===== src/rtl/lock_result_display_if.sv =====
// Signal bundle between the combination-lock FSM (master) and the result display (slave).
interface lock_result_display_if;
  // Strobe semantics: entry_valid, done and clear are single-cycle pulses sampled on the
  // rising clock edge. There is no ready/backpressure; the display always accepts them.
  // open is meaningful only in the cycle done is high. The lock must ignore its own
  // inputs while lockout is high.
  logic [3:0] digit_in;
  logic       entry_valid;
  logic       done;
  logic       open;
  logic       clear;
  logic [6:0] HEX0;
  logic [6:0] HEX1;
  logic [6:0] HEX2;
  logic [6:0] HEX3;
  logic [6:0] HEX4;
  logic [6:0] HEX5;
  logic [1:0] fail_count;
  logic       lockout;
  logic [1:0] state_dbg;

  modport master (
    output digit_in, entry_valid, done, open, clear,
    input  HEX0, HEX1, HEX2, HEX3, HEX4, HEX5, fail_count, lockout, state_dbg
  );

  modport slave (
    input  digit_in, entry_valid, done, open, clear,
    output HEX0, HEX1, HEX2, HEX3, HEX4, HEX5, fail_count, lockout, state_dbg
  );
endinterface


===== src/rtl/lock_result_display.sv =====
// Seven-segment result display for the combination lock: digit history, OPEn/CLOSEd
// verdicts, and a timed blinking ErrOr lockout after repeated failures.
module lock_result_display #(
  parameter int MAX_FAILS      = 3,
  parameter int LOCKOUT_CYCLES = 8,
  parameter int BLINK_CYCLES   = 4
) (
  input logic                  clk,
  input logic                  reset_n,
  lock_result_display_if.slave bus
);

  typedef enum logic [1:0] {
    ENTRY       = 2'b00,
    SHOW_OPEN   = 2'b01,
    SHOW_CLOSED = 2'b10,
    LOCKOUT     = 2'b11
  } state_t;

  localparam int CW = $clog2(LOCKOUT_CYCLES + 1);

  localparam logic [6:0] G_BLANK = 7'b1111111;
  localparam logic [6:0] G_DASH  = 7'b0111111;
  localparam logic [6:0] G_O     = 7'b1000000;
  localparam logic [6:0] G_P     = 7'b0001100;
  localparam logic [6:0] G_E     = 7'b0000110;
  localparam logic [6:0] G_N     = 7'b0101011;
  localparam logic [6:0] G_C     = 7'b1000110;
  localparam logic [6:0] G_L     = 7'b1000111;
  localparam logic [6:0] G_S     = 7'b0010010;
  localparam logic [6:0] G_D     = 7'b0100001;
  localparam logic [6:0] G_R     = 7'b0101111;

  state_t          state_q, state_d;
  logic [5:0][3:0] hist_q, hist_d;
  logic [5:0]      hv_q, hv_d;
  logic [1:0]      fail_q, fail_d;
  logic [CW-1:0]   cnt_q, cnt_d;
  logic [5:0][6:0] hex;
  logic            blink_on;

  function automatic logic [6:0] seg_digit(input logic [3:0] d);
    case (d)
      4'd0:    seg_digit = 7'b1000000;
      4'd1:    seg_digit = 7'b1111001;
      4'd2:    seg_digit = 7'b0100100;
      4'd3:    seg_digit = 7'b0110000;
      4'd4:    seg_digit = 7'b0011001;
      4'd5:    seg_digit = 7'b0010010;
      4'd6:    seg_digit = 7'b0000010;
      4'd7:    seg_digit = 7'b1111000;
      4'd8:    seg_digit = 7'b0000000;
      4'd9:    seg_digit = 7'b0010000;
      default: seg_digit = G_DASH;
    endcase
  endfunction

  always_ff @(posedge clk or negedge reset_n) begin
    if (!reset_n) begin
      state_q <= ENTRY;
      hist_q  <= '0;
      hv_q    <= '0;
      fail_q  <= '0;
      cnt_q   <= '0;
    end else begin
      state_q <= state_d;
      hist_q  <= hist_d;
      hv_q    <= hv_d;
      fail_q  <= fail_d;
      cnt_q   <= cnt_d;
    end
  end

  // Leaving ENTRY always wipes the history so every return to ENTRY starts blank.
  always_comb begin
    state_d = state_q;
    hist_d  = hist_q;
    hv_d    = hv_q;
    fail_d  = fail_q;
    cnt_d   = '0;
    case (state_q)
      ENTRY: begin
        if (bus.done) begin
          hv_d = '0;
          if (bus.open) begin
            state_d = SHOW_OPEN;
            fail_d  = '0;
          end else if (({1'b0, fail_q} + 3'd1) >= 3'(MAX_FAILS)) begin
            state_d = LOCKOUT;
          end else begin
            state_d = SHOW_CLOSED;
            fail_d  = fail_q + 2'd1;
          end
        end else if (bus.clear) begin
          hv_d = '0;
        end else if (bus.entry_valid) begin
          hist_d = {hist_q[4:0], bus.digit_in};
          hv_d   = {hv_q[4:0], 1'b1};
        end
      end
      SHOW_OPEN, SHOW_CLOSED: begin
        if (bus.clear) state_d = ENTRY;
      end
      LOCKOUT: begin
        if (cnt_q == CW'(LOCKOUT_CYCLES - 1)) begin
          state_d = ENTRY;
          fail_d  = '0;
        end else begin
          cnt_d = cnt_q + 1'b1;
        end
      end
      default: state_d = ENTRY;
    endcase
  end

  assign blink_on = (((32'(cnt_q) / 32'(BLINK_CYCLES)) & 32'd1) == 32'd0);

  always_comb begin
    hex = {6{G_BLANK}};
    case (state_q)
      ENTRY: begin
        for (int i = 0; i < 6; i++) hex[i] = hv_q[i] ? seg_digit(hist_q[i]) : G_BLANK;
      end
      SHOW_OPEN:   hex = {G_BLANK, G_BLANK, G_O, G_P, G_E, G_N};
      SHOW_CLOSED: hex = {G_C, G_L, G_O, G_S, G_E, G_D};
      LOCKOUT: begin
        if (blink_on) hex = {G_BLANK, G_E, G_R, G_R, G_O, G_R};
      end
      default: hex = {6{G_BLANK}};
    endcase
  end

  assign bus.HEX0       = hex[0];
  assign bus.HEX1       = hex[1];
  assign bus.HEX2       = hex[2];
  assign bus.HEX3       = hex[3];
  assign bus.HEX4       = hex[4];
  assign bus.HEX5       = hex[5];
  assign bus.fail_count = fail_q;
  assign bus.lockout    = (state_q == LOCKOUT);
  assign bus.state_dbg  = state_q;

endmodule


===== src/flat_wrapper.sv =====
// flat-port wrapper written by rule: the top's interface ports become plain ports
module lock_result_display_flat 
#(
  parameter int MAX_FAILS      = 3,
  parameter int LOCKOUT_CYCLES = 8,
  parameter int BLINK_CYCLES   = 4
)
  (clk, reset_n, bus_digit_in, bus_entry_valid, bus_done, bus_open, bus_clear, bus_HEX0, bus_HEX1, bus_HEX2, bus_HEX3, bus_HEX4, bus_HEX5, bus_fail_count, bus_lockout, bus_state_dbg);
  lock_result_display_if bus_i ();
  input logic clk;
  input logic reset_n;
  input wire logic [$bits(bus_i.digit_in)-1:0] bus_digit_in;
  input wire logic [$bits(bus_i.entry_valid)-1:0] bus_entry_valid;
  input wire logic [$bits(bus_i.done)-1:0] bus_done;
  input wire logic [$bits(bus_i.open)-1:0] bus_open;
  input wire logic [$bits(bus_i.clear)-1:0] bus_clear;
  output wire logic [$bits(bus_i.HEX0)-1:0] bus_HEX0;
  output wire logic [$bits(bus_i.HEX1)-1:0] bus_HEX1;
  output wire logic [$bits(bus_i.HEX2)-1:0] bus_HEX2;
  output wire logic [$bits(bus_i.HEX3)-1:0] bus_HEX3;
  output wire logic [$bits(bus_i.HEX4)-1:0] bus_HEX4;
  output wire logic [$bits(bus_i.HEX5)-1:0] bus_HEX5;
  output wire logic [$bits(bus_i.fail_count)-1:0] bus_fail_count;
  output wire logic [$bits(bus_i.lockout)-1:0] bus_lockout;
  output wire logic [$bits(bus_i.state_dbg)-1:0] bus_state_dbg;
  assign bus_i.digit_in = bus_digit_in;
  assign bus_i.entry_valid = bus_entry_valid;
  assign bus_i.done = bus_done;
  assign bus_i.open = bus_open;
  assign bus_i.clear = bus_clear;
  assign bus_HEX0 = bus_i.HEX0;
  assign bus_HEX1 = bus_i.HEX1;
  assign bus_HEX2 = bus_i.HEX2;
  assign bus_HEX3 = bus_i.HEX3;
  assign bus_HEX4 = bus_i.HEX4;
  assign bus_HEX5 = bus_i.HEX5;
  assign bus_fail_count = bus_i.fail_count;
  assign bus_lockout = bus_i.lockout;
  assign bus_state_dbg = bus_i.state_dbg;
  lock_result_display #(.MAX_FAILS(MAX_FAILS), .LOCKOUT_CYCLES(LOCKOUT_CYCLES), .BLINK_CYCLES(BLINK_CYCLES)) u_core (.clk(clk), .reset_n(reset_n), .bus(bus_i));
endmodule

===== config.mk =====
export PLATFORM = sky130hd
export DESIGN_NAME = lock_result_display_flat
export DESIGN_NICKNAME = d
export VERILOG_FILES = /design/src/rtl/lock_result_display_if.sv /design/src/rtl/lock_result_display.sv /design/src/flat_wrapper.sv
export SDC_FILE = /design/constraint.sdc
export NUM_CORES = 1
export LEC_CHECK = 0
export CAP_MARGIN = 5
export CORE_AREA = 8 8 88 90
export CTS_BUF_LIST = sky130_fd_sc_hd__clkbuf_4 sky130_fd_sc_hd__clkbuf_8
export CTS_CLUSTER_DIAMETER = 120
export DETAILED_ROUTE_END_ITERATION = 7
export DIE_AREA = 0 0 96 98
export PLACE_DENSITY_LB_ADDON = 0.1
export SLEW_MARGIN = 20
export SYNTH_ARGS = -nofsm -noshare
export SYNTH_HDL_FRONTEND = slang
export SYNTH_SLANG_ARGS = --single-unit

===== constraint.sdc =====
create_clock -name clk -period 3.4 [get_ports clk]
set_input_delay 0.51 -clock clk [delete_from_list [all_inputs] [get_ports clk]]
set_output_delay 0.51 -clock clk [all_outputs]
set_load 0.01 [all_outputs]

==> impl_metrics.env, run 1 <==
export IMPL_outcome="finished, final reports clean"
export IMPL_cts_sinks=38
export IMPL_gp_congestion=0.855
export IMPL_r2r_cells=6
export IMPL_critPathLaunchType="flop"
export IMPL_drtIter0Drc=88
export IMPL_met3_usage=0.0276
export IMPL_yosysTopAreaCell="dfrtp_1"
export IMPL_drv_slew=0
export IMPL_wl_um=7670
export IMPL_cp_required_ns=2.89
export IMPL_overflow=0
export IMPL_grt_setup_unrepaired="no"
export IMPL_cts_tree="built"
export IMPL_critical_path_class="reg2out"
export IMPL_synth_cells=381
export IMPL_ys_seq_elements=38
export IMPL_route_detailed_drc=0
export IMPL_path_cells="inv_1 > ha_1 > buf_4 > nand3_1 > a21oi_1 > nor2_1 > clkdlybuf4s50_1"
export IMPL_max_stage_delay_ns=0.51
export IMPL_r2r_end="u_core.hist_q[15]"
export IMPL_setup_viol_count_final=0
export IMPL_crit_arrival_ns=2.49
export IMPL_cellLeakagePower_nw=1.67
export IMPL_path_max_fanout=15
export IMPL_hold_class="in2async"
export IMPL_nFillCells=632
export IMPL_vias_per_cell=5.51
export IMPL_yosysMostFrequentCell="nand2_1"
export IMPL_syn2layout_area_growth_pct=22.7
export IMPL_finalHoldViolCount=0
export IMPL_wl_per_cell_um=15.1
export IMPL_path_buf_inv=3
export IMPL_dieArea_um2=9410
export IMPL_dieWidth_um=96
export IMPL_postRouteAntennaNets=0
export IMPL_crit_slowest_cell="ha_1"
export IMPL_crit_family="buffers and inverters"
export IMPL_crit_path_end_kind="output pin"
export IMPL_start_util=0.471
export IMPL_grt_pass1_wl_um=12900
export IMPL_swShare=0.454
export IMPL_cts_resized=0
export IMPL_r2r_start="u_core.bus.state_dbg[0]"
export IMPL_ys_flop_type="dfrtp_1"
export IMPL_hold_buffers=0
export IMPL_clockPowerShare=0.106
export IMPL_antenna_cells=0
export IMPL_timing_hold_ws_ns=0.340
export IMPL_antenna_found_initial=0
export IMPL_ios=57
export IMPL_htreeDepth=2
export IMPL_grt_pass1_vias=2657
export IMPL_max_cap_viol_count=0
export IMPL_busiest_layer="met2"
export IMPL_dp_hpwl_um=5760
export IMPL_synth_top_area_share=0.311
export IMPL_synth_cell_types=46
export IMPL_multi_input_area_um2=1900
export IMPL_port_buffers=56
export IMPL_fin_setup_tns_ns=0
export IMPL_min_period_over_period=0.883
export IMPL_synth_edf_count=0
export IMPL_rrSetupSlack_ns=0.88
export IMPL_chipHeight_um=98
export IMPL_p_seq_frac=0.261
export IMPL_synthTopCellsByCount="nand2_1, o21ai_0, dfrtp_1, ha_1, nor2_1"
export IMPL_post_route_min_period_ns=3.00
export IMPL_skew_ns=0.00918
export IMPL_tightestPinTransition_ns=0.903
export IMPL_regArea_um2=951
export IMPL_cts_buffer_depth=2
export IMPL_power_density_nw_per_um2=968
export IMPL_yosys_top_cells_area="dfrtp_1, ha_1, o21ai_0"
export IMPL_synth_area_per_cell_um2=8.02
export IMPL_vias=2797
export IMPL_grt_use_total=0.167
export IMPL_gr_usage_met1=0.221
export IMPL_yosysWarnings=0
export IMPL_synthesis_nets=428
export IMPL_met2_usage=0.274
export IMPL_relSlewSlack=0.398
export IMPL_async_reset_ff_frac=1.00
export IMPL_comb_power_share=0.633
export IMPL_drt_first_pass_iters=4
export IMPL_ctsRootBufferMaster="clkbuf_8"
export IMPL_synth_seq_area_share=0.311
export IMPL_grt_max_degree=39
export IMPL_drive_above_1_share=0.0818
export IMPL_rows=30
export IMPL_internal_power_mw=1.98
export IMPL_max_freq_ghz=0.333
export IMPL_p_sw_mw=1.65
export IMPL_cts_inserted_buffers=5
export IMPL_clk_latency_ns=0.29
export IMPL_post_cts_setup_buffer_count=0
export IMPL_fp_coreArea_um2=6490
export IMPL_nNetsFinal=474
export IMPL_synth_area_um2=3060
export IMPL_cts_clk_slew_worst_paths_ns=0.08
export IMPL_peakVddDrop_uv=479
## sequential cells by signal, summed over array words and instances (netlist names)
name and cells:
u_core.bus.fail_count 2, u_core.bus.state_dbg 2, u_core.cnt_q 4, u_core.hist_q 24, u_core.hv_q 6
## power by group through the flow
stage | Sequential, mW | Combinational, mW | Clock [mW]
2_1_floorplan | 0.774 | 1.48 | 0
3_3_place_gp | 0.940 | 2.30 | 0
3_5_place_dp | 0.953 | 2.31 | 0
4_1_cts | 0.944 | 2.33 | 0.394
5_1_grt | 0.991 | 2.55 | 0.408
6_report | 0.947 | 2.30 | 0.385
## final cells by class
class                      count  area share
inverter                      27      0.0270
multi-input combinational    295       0.508
timing repair buffer          60       0.156
sequential                    38       0.254
clock inverter                 3      0.0107
clock buffer                   5      0.0184
tap                           80      0.0267
## cells in the final DEF (no fill, tap or decap), types with 2 or more instances in the layout
cell | netlist | layout
mux2_1 | 2 | 2
a21o_1 | 7 | 7
and2_1 | 3 | 3
nor2_1 | 37 | 37
o21ai_0 | 44 | 44
a31oi_1 | 10 | 10
clkinv_2 | 0 | 2
a22o_1 | 2 | 2
o211ai_1 | 5 | 5
nor3_1 | 4 | 4
nor2b_1 | 6 | 6
ha_1 | 37 | 37
nand2_1 | 45 | 45
o21ai_2 | 2 | 2
a21boi_0 | 2 | 2
o21ai_1 | 2 | 2
clkdlybuf4s50_1 | 0 | 55
buf_4 | 0 | 4
o311ai_0 | 2 | 2
mux2_2 | 12 | 12
o22ai_1 | 3 | 3
mux2i_1 | 3 | 3
inv_1 | 26 | 26
or2_2 | 2 | 2
nand3_1 | 12 | 12
nand2b_1 | 5 | 5
dfrtp_1 | 38 | 38
o21bai_1 | 2 | 2
clkbuf_8 | 0 | 5
nor3b_1 | 2 | 2
a21oi_1 | 30 | 30
## worst max path at each step
stage / from / endpoint / depth (start not counted)
2_1_floorplan: u_core.bus.state_dbg[0] / bus_HEX0[3] / 6
3_3_place_gp: u_core.bus.state_dbg[1] / bus_HEX0[3] / 6
3_5_place_dp: u_core.bus.state_dbg[1] / bus_HEX0[3] / 6
4_1_cts: u_core.bus.state_dbg[1] / bus_HEX0[3] / 6
5_1_grt: u_core.bus.state_dbg[1] / bus_HEX3[1] / 7
6_report: u_core.bus.state_dbg[0] / bus_HEX3[3] / 7
## per-layer routing
layer / vias up / wire length [um]
li1: 1406 / -
met3: 5 / 379
met5: - / 0
met2: 53 / 3680
met4: 0 / 57
met1: 1333 / 3550
## per-stage QoR
step           total power, mW  utilization  cells  setup slack (ns)  cell area (um^2)
2_1_floorplan             2.26            -    381              1.36              3060
3_3_place_gp              3.24        0.561    500             0.744              3640
3_5_place_dp              3.27        0.561    500             0.724              3640
4_1_cts                   3.67        0.577    508             0.392              3750
5_1_grt                   3.95        0.577    508             0.216              3750
6_report                  3.63        0.577    508             0.399              3750
## kinds of logic (layout without fill, tap and decap cells)
group,Yosys count,in the layout,share of synthesized area
adders and majority gates,37,37,0.152
xor gates and xnor gates,1,1,0.00287
DFF,38,38,0.311
buffers and inverters,48,95,0.0659
AOI/OAI and AO/OA,116,116,0.221
and+or+nand+nor,124,124,0.186
muxes,17,17,0.0614
Note: power is estimated with default switching activity, not from simulation.
==> inputs of run 2 (changes only) <==
- clock period: 3.4 -> 2.7 ns (I/O delays scaled with it)
==> impl_metrics.env, run 2 (synthesis results as in run 1) <==
export IMPL_postRouteAntennaNets=0
export IMPL_hold_buffers=0
export IMPL_route_detailed_drc=0
export IMPL_met2_usage=0.285
export IMPL_max_stage_delay_ns=0.54
export IMPL_path_max_fanout=17
export IMPL_fin_setup_tns_ns=0
export IMPL_peakVddDrop_uv=684
export IMPL_dieWidth_um=96
export IMPL_drive_above_1_share=0.102
export IMPL_ctsRootBufferMaster="clkbuf_8"
export IMPL_drv_slew=0
export IMPL_start_util=0.471
export IMPL_grt_use_total=0.171
export IMPL_htreeDepth=2
export IMPL_drt_first_pass_iters=4
export IMPL_vias_per_cell=5.46
export IMPL_p_seq_frac=0.259
export IMPL_top_register="u_core.hist_q"
export IMPL_clockPowerShare=0.085
export IMPL_antenna_cells=0
export IMPL_dieArea_um2=9410
export IMPL_wl_um=7790
export IMPL_relSlewSlack=0.409
export IMPL_mostFrequentLayoutCells="clkdlybuf4s50_1, nand2_1, o21ai_0"
export IMPL_dp_hpwl_um=5720
export IMPL_cts_tree="built"
export IMPL_skew_ns=0.00285
export IMPL_reg_top3="u_core.hist_q x24, u_core.hv_q x6, u_core.cnt_q x4"
export IMPL_grt_pass1_wl_um=13100
export IMPL_gr_usage_met1=0.217
export IMPL_nNetsFinal=479
export IMPL_cp_required_ns=2.30
export IMPL_critical_path_class="reg2out"
export IMPL_p_total_mw=4.57
export IMPL_chipHeight_um=98
export IMPL_port_buffers=56
export IMPL_crit_arrival_ns=2.17
export IMPL_final_common_cell="clkdlybuf4s50_1"
export IMPL_min_period_over_period=0.955
export IMPL_swShare=0.457
export IMPL_syn2layout_area_growth_pct=25.0
export IMPL_antenna_found_initial=0
export IMPL_overflow=0
export IMPL_busiest_layer="met2"
export IMPL_outcome="finished, final reports clean"
export IMPL_path_cells="inv_1 > ha_1 > buf_4 > or2_2 > o21ai_1 > clkdlybuf4s50_1"
export IMPL_cts_clk_slew_worst_paths_ns=0.07
export IMPL_ios=57
export IMPL_rows=30
export IMPL_drtIter0Drc=120
export IMPL_post_route_min_period_ns=2.58
export IMPL_crit_slowest_cell="clkdlybuf4s50_1"
export IMPL_max_cap_viol_count=0
export IMPL_crit_path_end_kind="output pin"
export IMPL_grt_pass1_vias=2728
export IMPL_vias=2788
export IMPL_wl_per_cell_um=15.2
export IMPL_max_freq_ghz=0.388
export IMPL_setup_viol_count_final=0
export IMPL_met3_usage=0.0361
export IMPL_comb_power_share=0.656
export IMPL_cts_sinks=38
export IMPL_cts_inserted_buffers=5
export IMPL_p_sw_mw=2.09
export IMPL_critPathLaunchType="flop"
export IMPL_grt_setup_unrepaired="no"
export IMPL_finalHoldViolCount=0
export IMPL_grt_max_degree=43
export IMPL_clk_latency_ns=0.29
export IMPL_fp_coreArea_um2=6490
export IMPL_cts_buffer_depth=2
export IMPL_cellLeakagePower_nw=1.71
export IMPL_internal_power_mw=2.48
export IMPL_nFillCells=598
export IMPL_hold_class="in2async"
export IMPL_tightestPinTransition_ns=0.887
export IMPL_gp_congestion=0.856
export IMPL_power_density_nw_per_um2=1200
export IMPL_largest_reg_flops=24
run 2: layout make-up:
type | instances | area (um^2) | area share
clock buffer | 6 | 82.6 | 0.0216
inverter | 27 | 101 | 0.0265
multi-input combinational | 295 | 1930 | 0.506
sequential | 38 | 953 | 0.250
tap | 80 | 100 | 0.0262
timing repair buffer | 65 | 651 | 0.170
run 2: per-stage QoR:
step / worst slack (ns) / instances / utilization / instance area (um^2) / hold WS, ns
floorplan: 0.763 / 381 / - / 3060 / 0.109
global placement: 0.266 / 501 / 0.564 / 3660 / 0.466
detailed placement: 0.200 / 501 / 0.564 / 3660 / 0.464
CTS: 0.0205 / 511 / 0.584 / 3790 / 0.272
global route: 0.0104 / 511 / 0.588 / 3820 / 0.320
finish: 0.123 / 511 / 0.588 / 3820 / 0.240
run 2: per-layer routing:
layer  vias to the layer above  wire length, um
li1                       1399                -
met1                      1327             3490
met2                        55             3810
met3                         7              435
met4                         0               57
met5                         -                0
run 2: power by group through the flow:
stage / sequential [mW] / combinational (mW) / clock [mW]
finish: 1.18 / 2.99 / 0.387
global route: 1.24 / 3.33 / 0.423
CTS: 1.18 / 3.01 / 0.401
detailed placement: 1.19 / 2.92 / 0
global placement: 1.18 / 2.88 / 0
floorplan: 0.975 / 1.87 / 0
run 2: timing repair:
item | 4_1_cts | 5_1_grt
setup buffers | 4 | 0
endpoints found under the hold margin | 0 | 0
gates resized for setup | 5 | 9
setup endpoints to repair | 22 | 14
run 2: path summary, 6_finish.rpt:
kind | end | from | depth (start not counted) | slack, ns
min in group clk | u_core.cnt_q[0] | u_core.cnt_q[0] | 1 | 0.48
max in group asynchronous | u_core.hist_q[9] | reset_n | 1 | 1.85
worst min register to register | u_core.cnt_q[0] | u_core.cnt_q[0] | 1 | 0.48
worst max register to register | u_core.hist_q[2] | u_core.bus.state_dbg[1] | 7 | 0.90
worst min-delay path | u_core.hist_q[20] | reset_n | 1 | 0.24
worst max-delay path | bus_HEX5[0] | u_core.bus.state_dbg[1] | 6 | 0.12
run 2: worst max-delay path, delay by kind of cell (launching register included):
family | cells | cell delay, ns
flops | 1 | 0.39
buf+inv | 3 | 0.82
compound gates | 1 | 0.10
simple gates | 1 | 0.37
fa+ha+maj | 1 | 0.20
